## config.mk

```make
export PLATFORM = sky130hd
export DESIGN_NAME = display_bcd_scheduler
export DESIGN_NICKNAME = d
export VERILOG_FILES = /design/src/rtl/display_bcd_scheduler.sv
export SDC_FILE = /design/constraint.sdc
export NUM_CORES = 1
export LEC_CHECK = 0
export BUFFER_PORTS_ARGS = -buffer_cell sky130_fd_sc_hd__buf_2
export CELL_PAD_IN_SITES_DETAIL_PLACEMENT = 1
export CELL_PAD_IN_SITES_GLOBAL_PLACEMENT = 2
export CORE_MARGIN = 2
export CORE_UTILIZATION = 36
export DETAILED_ROUTE_END_ITERATION = 8
export PLACE_DENSITY = 0.79
export SLEW_MARGIN = 30
export SYNTH_ARGS = -nofsm -noshare
export SYNTH_HDL_FRONTEND = slang
export SYNTH_SLANG_ARGS = --single-unit
```

## constraint.sdc

```tcl
create_clock -name clock -period 2.8 [get_ports clock]
set_clock_uncertainty 0.05 [all_clocks]
set_input_delay 0.42 -clock clock [delete_from_list [all_inputs] [get_ports clock]]
set_output_delay 0.42 -clock clock [all_outputs]
set_load 0.02 [all_outputs]
```

## src/rtl/display_bcd_scheduler.sv

```systemverilog
// Shared double-dabble binary-to-BCD engine that serves the IO value path and the PC path,
// plus the registered display-source selection (with IO hold-off) that feeds the digit decoders.
module display_bcd_scheduler #(
  parameter int HOLD_CYCLES = 50000000,
  parameter int HOLD_W      = 26
) (
  input  logic        clock,
  input  logic        reset,
  input  logic [31:0] IO_output,
  input  logic        negative,
  input  logic [31:0] PC_current,
  input  logic        FLAG_input,
  input  logic        FLAG_output,
  output logic [31:0] bcd_digits,
  output logic        show_io,
  output logic        neg_out,
  output logic        overflow,
  output logic        busy,
  output logic        result_valid
);

  typedef enum logic [1:0] {ST_IDLE, ST_SHIFT, ST_DONE} state_t;

  state_t             state_q, state_d;
  logic [4:0]         iter_q, iter_d;
  logic [31:0]        shift_q, shift_d;
  logic [39:0]        acc_q, acc_d;
  logic               grant_io_q, grant_io_d;
  logic               last_grant_q, last_grant_d;
  logic [31:0]        io_snap_q, io_snap_d;
  logic               neg_snap_q, neg_snap_d;
  logic [31:0]        pc_snap_q, pc_snap_d;
  logic               io_seen_q, io_seen_d;
  logic               pc_seen_q, pc_seen_d;
  logic [31:0]        io_bcd_q, io_bcd_d;
  logic               io_ovf_q, io_ovf_d;
  logic               io_neg_q, io_neg_d;
  logic [31:0]        pc_bcd_q, pc_bcd_d;
  logic               pc_ovf_q, pc_ovf_d;
  logic               result_valid_q, result_valid_d;
  logic [HOLD_W-1:0]  hold_q, hold_d;
  logic               show_io_q, show_io_d;
  logic [31:0]        bcd_digits_q, bcd_digits_d;
  logic               overflow_q, overflow_d;
  logic               neg_out_q, neg_out_d;

  logic               flag_any;
  logic               io_req;
  logic               pc_req;
  logic               pick_io;
  logic [39:0]        acc_adj;

  // last_grant_q / grant_io_q: 1 means the IO source, 0 means the PC source.
  function automatic logic [39:0] add3_digits(input logic [39:0] a);
    logic [39:0] r;
    r = a;
    for (int i = 0; i < 10; i++) begin
      if (a[i*4 +: 4] >= 4'd5) r[i*4 +: 4] = a[i*4 +: 4] + 4'd3;
    end
    return r;
  endfunction

  assign flag_any = FLAG_input | FLAG_output;
  assign io_req   = flag_any & (~io_seen_q | (IO_output != io_snap_q) | (negative != neg_snap_q));
  assign pc_req   = (PC_current != pc_snap_q) | ~pc_seen_q;

  always_comb begin
    state_d        = state_q;
    iter_d         = iter_q;
    shift_d        = shift_q;
    acc_d          = acc_q;
    grant_io_d     = grant_io_q;
    last_grant_d   = last_grant_q;
    io_snap_d      = io_snap_q;
    neg_snap_d     = neg_snap_q;
    pc_snap_d      = pc_snap_q;
    io_seen_d      = io_seen_q;
    pc_seen_d      = pc_seen_q;
    io_bcd_d       = io_bcd_q;
    io_ovf_d       = io_ovf_q;
    io_neg_d       = io_neg_q;
    pc_bcd_d       = pc_bcd_q;
    pc_ovf_d       = pc_ovf_q;
    result_valid_d = 1'b0;
    pick_io        = 1'b0;
    acc_adj        = add3_digits(acc_q);

    case (state_q)
      ST_IDLE: begin
        if (io_req | pc_req) begin
          // With both pending, the source that did not win last time goes first.
          pick_io      = io_req & (~pc_req | ~last_grant_q);
          grant_io_d   = pick_io;
          last_grant_d = pick_io;
          acc_d        = '0;
          iter_d       = '0;
          state_d      = ST_SHIFT;
          if (pick_io) begin
            shift_d    = IO_output;
            io_snap_d  = IO_output;
            neg_snap_d = negative;
          end else begin
            shift_d    = PC_current;
            pc_snap_d  = PC_current;
          end
        end
      end

      ST_SHIFT: begin
        {acc_d, shift_d} = {acc_adj, shift_q} << 1;
        iter_d = iter_q + 5'd1;
        if (iter_q == 5'd31) state_d = ST_DONE;
      end

      ST_DONE: begin
        if (grant_io_q) begin
          io_bcd_d  = acc_q[31:0];
          io_ovf_d  = (acc_q[39:32] != 8'd0);
          io_neg_d  = neg_snap_q;
          io_seen_d = 1'b1;
        end else begin
          pc_bcd_d  = acc_q[31:0];
          pc_ovf_d  = (acc_q[39:32] != 8'd0);
          pc_seen_d = 1'b1;
        end
        result_valid_d = 1'b1;
        state_d        = ST_IDLE;
      end

      default: state_d = ST_IDLE;
    endcase
  end

  // show_io tracks io_seen_q, so the IO view can never surface before an IO result exists.
  always_comb begin
    hold_d    = hold_q;
    show_io_d = show_io_q;
    if (flag_any) begin
      show_io_d = io_seen_q;
      hold_d    = HOLD_W'(HOLD_CYCLES);
    end else if (hold_q != '0) begin
      hold_d = hold_q - 1'b1;
    end else begin
      show_io_d = 1'b0;
    end
    bcd_digits_d = show_io_q ? io_bcd_q : pc_bcd_q;
    overflow_d   = show_io_q ? io_ovf_q : pc_ovf_q;
    neg_out_d    = show_io_q & io_neg_q;
  end

  always_ff @(posedge clock) begin
    if (reset) begin
      state_q        <= ST_IDLE;
      iter_q         <= '0;
      shift_q        <= '0;
      acc_q          <= '0;
      grant_io_q     <= 1'b0;
      last_grant_q   <= 1'b0;
      io_snap_q      <= '0;
      neg_snap_q     <= 1'b0;
      pc_snap_q      <= '0;
      io_seen_q      <= 1'b0;
      pc_seen_q      <= 1'b0;
      io_bcd_q       <= '0;
      io_ovf_q       <= 1'b0;
      io_neg_q       <= 1'b0;
      pc_bcd_q       <= '0;
      pc_ovf_q       <= 1'b0;
      result_valid_q <= 1'b0;
      hold_q         <= '0;
      show_io_q      <= 1'b0;
      bcd_digits_q   <= '0;
      overflow_q     <= 1'b0;
      neg_out_q      <= 1'b0;
    end else begin
      state_q        <= state_d;
      iter_q         <= iter_d;
      shift_q        <= shift_d;
      acc_q          <= acc_d;
      grant_io_q     <= grant_io_d;
      last_grant_q   <= last_grant_d;
      io_snap_q      <= io_snap_d;
      neg_snap_q     <= neg_snap_d;
      pc_snap_q      <= pc_snap_d;
      io_seen_q      <= io_seen_d;
      pc_seen_q      <= pc_seen_d;
      io_bcd_q       <= io_bcd_d;
      io_ovf_q       <= io_ovf_d;
      io_neg_q       <= io_neg_d;
      pc_bcd_q       <= pc_bcd_d;
      pc_ovf_q       <= pc_ovf_d;
      result_valid_q <= result_valid_d;
      hold_q         <= hold_d;
      show_io_q      <= show_io_d;
      bcd_digits_q   <= bcd_digits_d;
      overflow_q     <= overflow_d;
      neg_out_q      <= neg_out_d;
    end
  end

  assign bcd_digits   = bcd_digits_q;
  assign show_io      = show_io_q;
  assign neg_out      = neg_out_q;
  assign overflow     = overflow_q;
  assign busy         = (state_q != ST_IDLE);
  assign result_valid = result_valid_q;

endmodule

```

Word-level counts from Yosys, hierarchy flattened
Index checks and enable logic that the tools add are counted.

storage, ports and cells
  register bits after elaboration = 276
  memory bits (read-only) = 0
  word-level logic and storage cells = 108
  memories = 0
  output and inout port bits = 37
  memory bits (writable) = 0
  latch bits = 0

operators by class
  muxes and demuxes = 27
  multipliers = 0
  bitwise logic cells = 14
  equality and inequality tests = 9
  $add $sub $neg = 12
  divide/modulo/power cells = 0
  reduce and logical (&&, ||, !) cells = 14
  order comparisons = 10
  shift-type cells = 0

operators by type and width
  operator                 number
  $mux W32                 3
  $pmux W40 S2             1
  $ne A32 B32 Y1           2
  $pmux W32 S2             1
  $mux W26                 2
  $ge A4 B3 Y1 const B     10
  $mux W40                 1
  $add A4 B2 Y4 const B    9
  $mux W4                  9
  $reduce_bool A26 Y1      1
  $sub A26 B1 Y26 const B  1
  $pmux W5 S2              1
  $reduce_and A2 Y1        5
  $reduce_bool A8 Y1       1
  $ne A2 B2 Y1 const B     3
  $or A1 B1 Y1             6
  $reduce_and A3 Y1        2
  $reduce_bool A2 Y1       3
  $add A5 B1 Y5 const B    1
  $eq A5 B5 Y1 const B     1
  $mux W5                  1
  $not A1 Y1               5
  $mux W1                  4
  $mux W2                  2
  other kinds (9)          11

Depth between registers and ports, before layout
Gate-level depths: netlist of the first run.

  depth in word-level cells = 8
  mapped depth = 11
  gate-level depth less buffers = 9

Least setup slack after synthesis of the first run
No wires, ideal clock.

  path kind = input to register
  from = input port IO_output[13]
  to = register pc_snap_q[21]
  cell stages on the path = 10
  arrival = 2.257 ns
  path slack = 0.365 ns
  path buffers = 3
  cells stage by stage = xor2_1 nor4_1 nand4_1 o32a_1 buf_4 a211oi_4 buf_4 buf_6 mux2i_1 nor2_1

on the way
  word-level cells in the longest chain between the ends = 7
  elaborated cells between the ends (all ways) = 8
  classes of those cells = eq/ne (1); bitwise (6); reduce/logical (1)

RTL lines
  item                           RTL line  RTL
  start, declared                9         input logic [31:0] IO_output,
  $ne A32 B32 Y1 *               64        assign io_req = flag_any & (~io_seen_q | (IO_output != io_snap_q) | (negative != neg_snap_q));
  $or A1 B1 Y1 * (2 in series)   64
  $and A1 B1 Y1 *                64
  $and A1 B1 Y1                  92        pick_io = io_req & (~pc_req | ~last_grant_q);
  $not A1 Y1 (no line)           n/a
  $reduce_and A3 Y1 (no line) *  n/a
  end signal, assigned           184       pc_snap_q <= pc_snap_d;
  end, declared                  32        logic [31:0] pc_snap_q, pc_snap_d;

Mark *: on every way between the ends. The rest lies on a longest branch, timed or not.
A chain may end at the register's enable or synchronous reset.

Final worst setup path of the first run
  from = register io_snap_q[3]
  to = register pc_snap_q[29]

on the way
  word-level cells in the longest chain between the ends = 7
  elaborated cells between the ends (all ways) = 8
  classes of those cells = eq/ne (1); bitwise (6); reduce/logical (1)

RTL lines
  item                           RTL line  RTL
  start, declared                30        logic [31:0] io_snap_q, io_snap_d;
  start signal, assigned         182       io_snap_q <= io_snap_d;
  $ne A32 B32 Y1 *               64
  $or A1 B1 Y1 * (2 in series)   64
  $and A1 B1 Y1 *                64
  $and A1 B1 Y1                  92
  $not A1 Y1 (no line)           n/a
  $reduce_and A3 Y1 (no line) *  n/a

Marked as above.

==> results.md, run 1 <==
* Status: finished, final reports clean
* Hold Crit Class: input port to flip-flop
* Design Area, Final at 0.01460 mm2
* Synthesized instance count at 1414
* Synth Area in Simple Gates at 19.40%
* First-pass GRT wire length at 57260 um
* Num Clock Sinks at 276
* Cell Area, Synth at 0.01212 mm2
* P&R area growth vs syn at 20.38%
* Initial Util at 36.34%
* Worst setup endpoint: pc_snap_q[29]
* Largest net degree at the start of global routing at 126
* Met1 Usage GRT at 25.75%
* Post-Synth XOR/XNOR Area at 7.007%
* Unique cell type count in the Yosys netlist at 57
* Remaining DRCs at 0
* Worst-path fanout max at 13
* Pre-CTS setup slack at -0.1700 ns
* Reg-to-reg slack, setup at 0.17 ns
* Seq/Total Area, Yosys at 45.57%
* Final period util at 93.75%
* Row cnt at 67
* Remaining Overflow, GRT at 0
* Post-synthesis mux area share at 5.872%
* Required time of the critical path at 3.19 ns
* Antenna violations before repair at 0
* PnR worst setup slack at 0.1750 ns
* CP dominant cell by count: buf_12
* GPL Wtd Cong at 0.8563
* Setup TNS at 0 ns
* Num ports at 106
* Post-CTS Hold Fix Bufs at 0
* Worst setup path startpoint: io_snap_q[3]
* Max rail drop VDD at 0.0005749 V
* Ratio of cells with drive above 1 in the final layout at 15.73%
* Pwr/cell area at 645.4 mW/mm2
* Cell with the most instances after synthesis: dfxtp_1
* Endpoints failing hold at 0
* Nets@finish at 1629
* Worst r2r src: io_snap_q[3]
* Routed wire length per instance at 17.54 um
* Number of global-route vias before repair at 10540
* Final setup violation count at 0
* Slew Limit Fails at 0
* CP Capture Type: flip-flop
* Post-DP Area at 0.01350 mm2
* Crit path depth at 10
* Post-Route Utilization at 43.74%
* Syn avg cell area at 8.574 um2
* Switching part of the total at 24.62%
* Worst Reg-to-Reg Cells at 10
* Power Total at 9.419 mW
* WS Path Type: flip-flop to flip-flop
* Die area at 0.03516 mm2
* Synth area leader: dfxtp_1
* Synth cell count leaders: 276 x dfxtp_1, 235 x nand2_1, 146 x a21oi_1, 144 x nor2_1, 70 x mux2i_1
* Post-DP HPWL at 24250 um
* GR Util met2 at 35.54%
* Setup crit start kind: flip-flop
* Critical path cell sequence: xor2_1 > nor4_1 > nand3_1 > o32a_1 > buf_4 > a211oi_4 > buf_12 > buf_12 > mux2i_1 > nor2_1
* Vias/cell at 5.098
* Internal at 7.101 mW
* Main combinational cell family by area after synthesis: simple AND/OR/NAND/NOR gates
* M3 GR Usage at 2.283%
* Adder-Cell Fraction of Synth Area at 2.683%
* Final Critical Period at 2.625 ns
* RSZ-0062 raised after global routing: no
* Min Hold Slack at 0.08059 ns
* H-tree Lvls at 1
* Clock insertion delay at the later pin of the skew report at 0.57 ns
* Post-synth ARST share at 0%
* Core Area at 0.03336 mm2
* Synth top area share at 45.57%
* Number of diodes at 0
* Grt peak-use layer: met2
* Critical Path AT at 3.01 ns
* Reg clk slew, reported paths at 0.06 ns
* P_sw at 2.319 mW
* Max-Slew Margin vs Limit at 53.93%
* Final antenna-violating net count at 0
* Compound-Gate Fraction of Synth Area at 14.98%
* Power share of the clock group at 45.4%
* Post-synthesis register bit count at 276
* Critical path's largest stage delay at 0.38 ns
* Max-cap violations at 0
* Reg power frac at 44.2%
* FMAX at 381.0 MHz
* CTS max path bufs at 3
* Area contributors post-synth: dfxtp_1 46%, nand2_1 7.3%, a21oi_1 6.0%
* Leakage power total at 5.542 nW
* Comb pwr share at 10.3%
* Net Count, Synth at 1509
* CTS tree: yes
* Post-Route WL at 35190 um
* I/O Buffers at 105
* Placed Cells at 1949
* YS warnings at 0
* Final Non-Filler Cells at 2006
* Die H at 187.5 um
* Top_reg_cell synth: dfxtp_1
* Post-CTS Setup Repair Bufs at 0
* Worst-Margin Slew at 0.6911 ns
* Die W at 187.5 um
* CTS Root Cell: clkbuf_16
* Slowest-stage cell, CP: o32a_1
* Worst Path Buf+Inv at 3
* DRT iter0 DRCs at 432
* GRT Overall Usage at 20.03%
* Via count at 10230
* TritonCTS Buffers at 31
* Initial DRT Pass Iterations at 4
* Reg2reg end: pc_snap_q[29]
* Family with the most delay on the worst path: compound AO/OA/AOI/OAI gates
* Post-synth EDFFs at 0
## timing repair
item                                   in CTS  in global routing
setup endpoints to repair                   1                 66
endpoints found under the hold margin       0                  0
pin swaps                                   0                  1
resized for setup                           1                  3
gates cloned                                0                  0
## area by class of cell
type	instances	area (um2)
clock inverter	12	163.9
tap	448	560.5
multi-input combinational	1009	6083
timing repair buffer	170	1170
inverter	46	172.7
sequential	276	5527
fill	3983	18770
clock buffer	45	918.4
## logic make-up (layout without fill, tap and decap cells)
logic type | Yosys count | in the layout
flops | 276 | 276
buf+inv | 129 | 273
simple gates | 529 | 529
mux | 71 | 71
xor+xnor | 97 | 97
fa+ha+maj | 26 | 26
compound gates | 286 | 286
## power groups by stage
stage,Sequential [mW],Clock [mW],Combinational (mW)
floorplan,4.22,0,0.593
global placement,4.24,0,0.956
CTS,4.16,4.40,0.981
global route,4.18,4.57,1.08
detailed placement,4.25,0,0.972
finish,4.17,4.28,0.974
## metal layers
| layer | share of wire, % | up-vias |
|---|---|---|
| li1 | - | 5098 |
| met1 | 46 | 4931 |
| met2 | 49 | 141 |
| met3 | 2.8 | 56 |
| met4 | 2.3 | 0 |
| met5 | 0 | - |
## worst reg2reg max path, stage by stage (launching register included)
cell      delay (ns)
dfxtp_1         0.32
xor2_1          0.20
nor4_1          0.35
nand3_1         0.12
o32a_1          0.38
buf_4           0.18
a211oi_4        0.33
buf_12          0.17
buf_12          0.16
mux2i_1         0.21
nor2_1          0.05
## cell usage in the layout (no fill, tap or decap), types with 25 or more instances in the layout
master and n:
a21oi_1 146, a22o_1 26, buf_2 104, buf_4 53, clkbuf_16 31, dfxtp_1 275, ha_1 26, inv_1 46
mux2i_1 70, nand2_1 235, nand3_1 25, nor2_1 142, nor4_1 35, o21ai_0 34, xnor2_1 55, xor2_1 42
## worst min-delay path by stage
stage                        startpoint       endpoint  slack, ns  depth (start not counted)
after floorplan                io_neg_q        neg_out       0.37                          2
after global placement     io_bcd_q[13]   io_bcd_q[13]       0.39                          2
after CTS                 IO_output[16]  io_snap_q[16]       0.05                          3
final                          negative     neg_snap_q       0.08                          3
after global routing       IO_output[8]   io_snap_q[8]       0.07                          3
after detailed placement    io_bcd_q[3]    io_bcd_q[3]       0.40                          2
## registers in the layout (all words and copies together) (netlist names), 2 cells and up
signal	flops
iter_q	5
hold_q	26
io_snap_q	32
state_q	2
shift_q	32
io_bcd_q	32
pc_snap_q	32
acc_q	40
pc_bcd_q	32
bcd_digits	32
Power figures use the tool's default switching activity.
==> inputs of run 2 (changes only) <==
--- a/config.mk
+++ b/config.mk
@@ -9,9 +9,10 @@
 export CELL_PAD_IN_SITES_DETAIL_PLACEMENT = 1
 export CELL_PAD_IN_SITES_GLOBAL_PLACEMENT = 2
 export CORE_MARGIN = 2
-export CORE_UTILIZATION = 36
+export CORE_UTILIZATION = 38
+export CTS_BUF_LIST = sky130_fd_sc_hd__clkbuf_4
 export DETAILED_ROUTE_END_ITERATION = 8
-export PLACE_DENSITY = 0.79
+export PLACE_DENSITY = 0.82
 export SLEW_MARGIN = 30
 export SYNTH_ARGS = -nofsm -noshare
 export SYNTH_HDL_FRONTEND = slang
==> run 2 against run 1 <==
Net effect: final area grew 2.8%; clock power down 16%; sequential power barely moved; final cell count is 4.7% higher; sequential cell count is the same; core utilization up 3.9 points; power down 6.7%; critical endpoint is now acc_q[35].
==> results.md, run 2 (same netlist as run 1, synthesis figures left out) <==
* Status: finished, final reports clean
* DR top layer: met4
* CTS max path bufs at 3
* I/O Buffers at 105
* GPL Wtd Cong at 0.8042
* Max rail drop VDD at 0.0002388 V
* Reg power frac at 47.4%
* Die W at 182.6 um
* Max-Slew Margin vs Limit at 55.69%
* CP Capture Type: flip-flop
* Die H at 182.6 um
* Number of global-route vias before repair at 11450
* Largest net degree at the start of global routing at 141
* Final Critical Period at 2.685 ns
* Num Clock Sinks at 276
* Placed Cells at 1902
* Pwr/cell area at 585.7 mW/mm2
* Num ports at 106
* Routed wire length per instance at 17.38 um
* Comb pwr share at 11.7%
* Power share of the clock group at 41.0%
* Initial Util at 38.52%
* CTS tree: yes
* Leakage power total at 5.826 nW
* Nets@finish at 1746
* CTS Root Cell: clkbuf_4
* Required time of the critical path at 3.41 ns
* Post-Route WL at 36500 um
* Setup TNS at 0 ns
* Detailed route wirelength on metal2 at 18270 um
* H-tree Lvls at 3
* Initial DRT Pass Iterations at 4
* PnR worst setup slack at 0.1147 ns
* Critical Path AT at 3.30 ns
* Die area at 0.03335 mm2
* First-pass GRT wire length at 58970 um
* P_sw at 2.367 mW
* Most frequent cells in the layout: 275 x dfxtp_1, 235 x nand2_1, 146 x a21oi_1, 142 x nor2_1, 119 x clkbuf_4
* Post-DP HPWL at 24270 um
* Slew Limit Fails at 0
* Post-DP Area at 0.01336 mm2
* Pre-CTS setup slack at -0.1507 ns
* Endpoints failing hold at 0
* FMAX at 372.4 MHz
* Setup crit start kind: input port
* Final antenna-violating net count at 0
* Design Area, Final at 0.01500 mm2
* TritonCTS Buffers at 81
* Hold Crit Class: input port to flip-flop
* Reg clk slew, reported paths at 0.05 ns
* Clock insertion delay at the later pin of the skew report at 0.73 ns
* WS Path Type: input port to flip-flop
* Remaining DRCs at 0
* Final Non-Filler Cells at 2100
* Worst-path fanout max at 6
* Max-cap violations at 0
* Final period util at 95.90%
* Routed wl met3 at 1202 um
* DRT iter0 DRCs at 378
* Filler instances at 3768
* Biggest register: acc_q
* Via count at 10920
* Internal at 6.421 mW
* GRT Overall Usage at 22.17%
* Ratio of cells with drive above 1 in the final layout at 18.56%
* Core Area at 0.03147 mm2
* Antenna violations before repair at 1
* Commonest non-fill, non-tap cell in the layout: dfxtp_1
* P&R area growth vs syn at 23.75%
* Remaining Overflow, GRT at 0
* Switching part of the total at 26.93%
* Row cnt at 65
* Final setup violation count at 0
* Met1 wire length at 15880 um
* Largest register FFs at 40
* Worst-Margin Slew at 0.6647 ns
* Vias/cell at 5.198
-- run 2: cell type report --
class | count | area [um2] | share of cell area (%)
diodes | 1 | 2.502 | 0.01668
clock buffers | 119 | 893.4 | 5.954
clock inverters | 10 | 37.54 | 0.2502
inverters | 46 | 172.7 | 1.151
multi-input cells | 1009 | 6098 | 40.65
flip-flops and latches | 276 | 5527 | 36.84
well taps | 402 | 503.0 | 3.353
repair buffers | 237 | 1769 | 11.79
-- run 2: routing by layer --
| metal | global-route usage [%] | up-vias |
|---|---|---|
| li1 | - | 5363 |
| met1 | 25.90 | 5294 |
| met2 | 39.12 | 195 |
| met3 | 4.610 | 63 |
| met4 | 9.742 | 0 |
| met5 | 0 | - |
-- run 2: worst max-delay path: stages --
cell,delay (ns)
dlygate4sd3_1,0.53
buf_2,0.15
xor2_1,0.17
nor4_1,0.33
nand4_1,0.13
o32a_1,0.47
buf_4,0.21
o31ai_4,0.30
clkdlybuf4s15_2,0.33
o21ai_0,0.11
a21oi_1,0.14
-- run 2: worst paths after layout --
path | start | to | slack (ns) | cells after the start
worst min-delay path | IO_output[31] | io_snap_q[31] | 0.08 | 4
worst max register to register | io_snap_q[19] | acc_q[35] | 0.14 | 9
worst max-delay path | IO_output[28] | acc_q[35] | 0.11 | 11
worst min register to register | io_bcd_q[13] | io_bcd_q[13] | 0.40 | 2
-- run 2: repair_timing --
| action | in CTS | in global routing |
|---|---|---|
| endpoints found under the setup margin | 0 | 41 |
| hold buffers | 67 | 0 |
| buffers inserted | 0 | 0 |
| endpoints found under the hold margin | 86 | 0 |
| resized for setup | 0 | 6 |
-- run 2: power by group through the flow --
stage | clock (mW) | sequential, mW | combinational, mW
finish | 3.60 | 4.16 | 1.03
global route | 3.97 | 4.17 | 1.12
CTS | 3.75 | 4.16 | 1.02
detailed placement | 0 | 4.25 | 0.946
global placement | 0 | 4.24 | 0.927
floorplan | 0 | 4.22 | 0.593
-- run 2: through the flow --
| stage | util [%] | hold WS (ns) | total power [mW] |
|---|---|---|---|
| 3_3_place_gp | 42.43 | 0.3920 | 5.166 |
| 3_5_place_dp | 42.43 | 0.3966 | 5.191 |
| 2_1_floorplan | - | 0.3693 | 4.815 |
| 5_1_grt | 47.67 | 0.04754 | 9.271 |
| 4_1_cts | 47.52 | 0.01780 | 8.934 |
| 6_report | 47.67 | 0.08284 | 8.788 |
==> inputs of run 3 (changes only) <==
--- a/config.mk
+++ b/config.mk
@@ -17,3 +17,4 @@
 export SYNTH_ARGS = -nofsm -noshare
 export SYNTH_HDL_FRONTEND = slang
 export SYNTH_SLANG_ARGS = --single-unit
+export TNS_END_PERCENT = 30
==> constraint.sdc (replaced) <==
create_clock -name clock -period 3 [get_ports clock]
set_clock_uncertainty 0.05 [all_clocks]
set_input_delay 0.45 -clock clock [delete_from_list [all_inputs] [get_ports clock]]
set_output_delay 0.45 -clock clock [all_outputs]
set_load 0.02 [all_outputs]
==> run 3 against run 2 <==
Net effect: worst hold slack lost 0.035 ns; clock power fell by 5.8%; count of clock-buffer cells in the layout decreased by 2; largest cell class unchanged; worst setup slack better by 0.065 ns; first-iteration DRC count up 10%; sequential power fell by 6.5%; power fell by 6.9%; non-clock buffer count decreased by 38; critical endpoint is now iter_q[3]; final cell count is 1.7% lower; via count fell by 1.5%.
==> results.md, run 3 (same netlist as run 1, synthesis figures left out) <==
* WS Path Type: input port to flip-flop
* RSZ-0062 raised after global routing: no
* Power Total at 8.181 mW
* Via count at 10750
* Comb pwr share at 11.0%
* CTS max path bufs at 3
* Row cnt at 65
* Reg clk slew, reported paths at 0.06 ns
* Nets@finish at 1706
* P_sw at 2.233 mW
* Worst Reg-to-Reg Cells at 9
* Core Area at 0.03147 mm2
* Hold Path End: pc_snap_q[11]
* CP Capture Type: flip-flop
* I/O Buffers at 105
* Worst-Margin Slew at 0.7393 ns
* Final setup violation count at 0
* Antenna violations before repair at 1
* Hold path start: PC_current[11]
* Remaining DRCs at 0
* Ratio of cells with drive above 1 in the final layout at 17.57%
* Min-Delay Path Depth at 3
* Remaining Overflow, GRT at 0
* Reg power frac at 47.5%
* Final period util at 93.99%
* Reg-to-reg slack, setup at 0.29 ns
* Final Critical Period at 2.820 ns
* Setup crit start kind: input port
* Number of global-route vias before repair at 11150
* Internal at 5.948 mW
* Final antenna-violating net count at 0
* Pwr/cell area at 557.3 mW/mm2
* Post-DP HPWL at 23720 um
* FMAX at 354.6 MHz
* Max-cap violations at 0
* Reg2reg end: iter_q[3]
* Switching part of the total at 27.29%
* Worst r2r src: io_snap_q[28]
* Post-Route Utilization at 46.64%
* P&R area growth vs syn at 21.07%
* Placed Cells at 1880
* DRT iter0 DRCs at 416
* Max rail drop VDD at 0.0002555 V
* Clock insertion delay at the later pin of the skew report at 0.70 ns
* Endpoints failing hold at 0
* Biggest register: acc_q
* Worst-path fanout max at 12
* TritonCTS Buffers at 79
* Routed wire length per instance at 17.14 um
* Required time of the critical path at 3.53 ns
* GRT Overall Usage at 21.47%
* Critical Path AT at 3.35 ns
* CTS Root Cell: clkbuf_4
* Commonest non-fill, non-tap cell in the layout: dfxtp_1
* Hold Crit Class: input port to flip-flop
* Die H at 182.6 um
* Final Non-Filler Cells at 2065
* First-pass GRT wire length at 57610 um
* Vias/cell at 5.208
* GPL Wtd Cong at 0.7968
* Largest register FFs at 40
* Num Clock Sinks at 276
* Num ports at 106
* Die W at 182.6 um
* Initial DRT Pass Iterations at 4
* Power share of the clock group at 41.4%
* Die area at 0.03335 mm2
* Max-Slew Margin vs Limit at 50.71%
* Largest net degree at the start of global routing at 113
* Status: finished, final reports clean
* Initial Util at 38.52%
* Most frequent cells in the layout: 275 x dfxtp_1, 235 x nand2_1, 146 x a21oi_1, 142 x nor2_1, 117 x clkbuf_4
* H-tree Lvls at 3
* CTS tree: yes
* Leakage power total at 5.651 nW
* Post-Route WL at 35390 um
* Slew Limit Fails at 0
* Setup TNS at 0 ns
-- run 3: per-layer routing --
metal | up-vias | track usage, % | part of all wire (%)
li1 | 5292 | - | -
met1 | 5171 | 25.64 | 44
met2 | 229 | 38.10 | 49
met3 | 62 | 4.071 | 3.9
met4 | 0 | 8.226 | 2.7
met5 | - | 0 | 0
-- run 3: worst max path at each step --
stage,startpoint,to,slack (ns),depth (start not counted)
2_1_floorplan,IO_output[13],pc_snap_q[21],0.54,10
3_3_place_gp,IO_output[13],shift_q[30],0.09,10
3_5_place_dp,IO_output[1],iter_q[3],0.03,10
4_1_cts,IO_output[1],iter_q[3],0.21,11
5_1_grt,IO_output[1],iter_q[3],0.003,11
6_report,IO_output[1],iter_q[3],0.18,11
-- run 3: final cells by class --
class                   count  area (um2)
diodes                      1       2.502
clock buffers             117       878.3
clock inverters            15       68.82
fillers                  3765       16790
inverters                  46       172.7
multi-input cells        1009        6072
flip-flops and latches    276        5527
well taps                 402       503.0
repair buffers            199        1455
-- run 3: through the flow --
stage	hold WS [ns]	area (um2)	setup WS, ns
after global placement	0.3922	13200	0.08906
after floorplan	0.3693	12120	0.5354
final	0.04760	14680	0.1802
after detailed placement	0.3970	13200	0.02984
after global routing	0.01487	14680	0.002979
after CTS	0.002333	14670	0.2078
-- run 3: timing repair --
item / in CTS / in global routing
hold buffers: 52 / 0
endpoints found under the setup margin: 0 / 3
endpoints found under the hold margin: 52 / 0
gates resized for setup: 0 / 1
setup buffers: 0 / 0
-- run 3: critical path: stages --
cell and delay [ns]:
dlygate4sd3_1 0.54, buf_2 0.16, xor2_1 0.16, nor4_1 0.34
nand4_1 0.13, o32a_1 0.48, buf_4 0.22, o31ai_1 0.26
buf_4 0.27, o21ai_0 0.12, a211oi_1 0.20
-- run 3: power by group through the flow --
stage / clock network, mW / logic (mW) / registers (mW)
2_1_floorplan: 0 / 0.553 / 3.94
3_3_place_gp: 0 / 0.836 / 3.96
3_5_place_dp: 0 / 0.850 / 3.97
4_1_cts: 3.54 / 0.906 / 3.89
5_1_grt: 3.73 / 0.992 / 3.90
6_report: 3.39 / 0.903 / 3.89
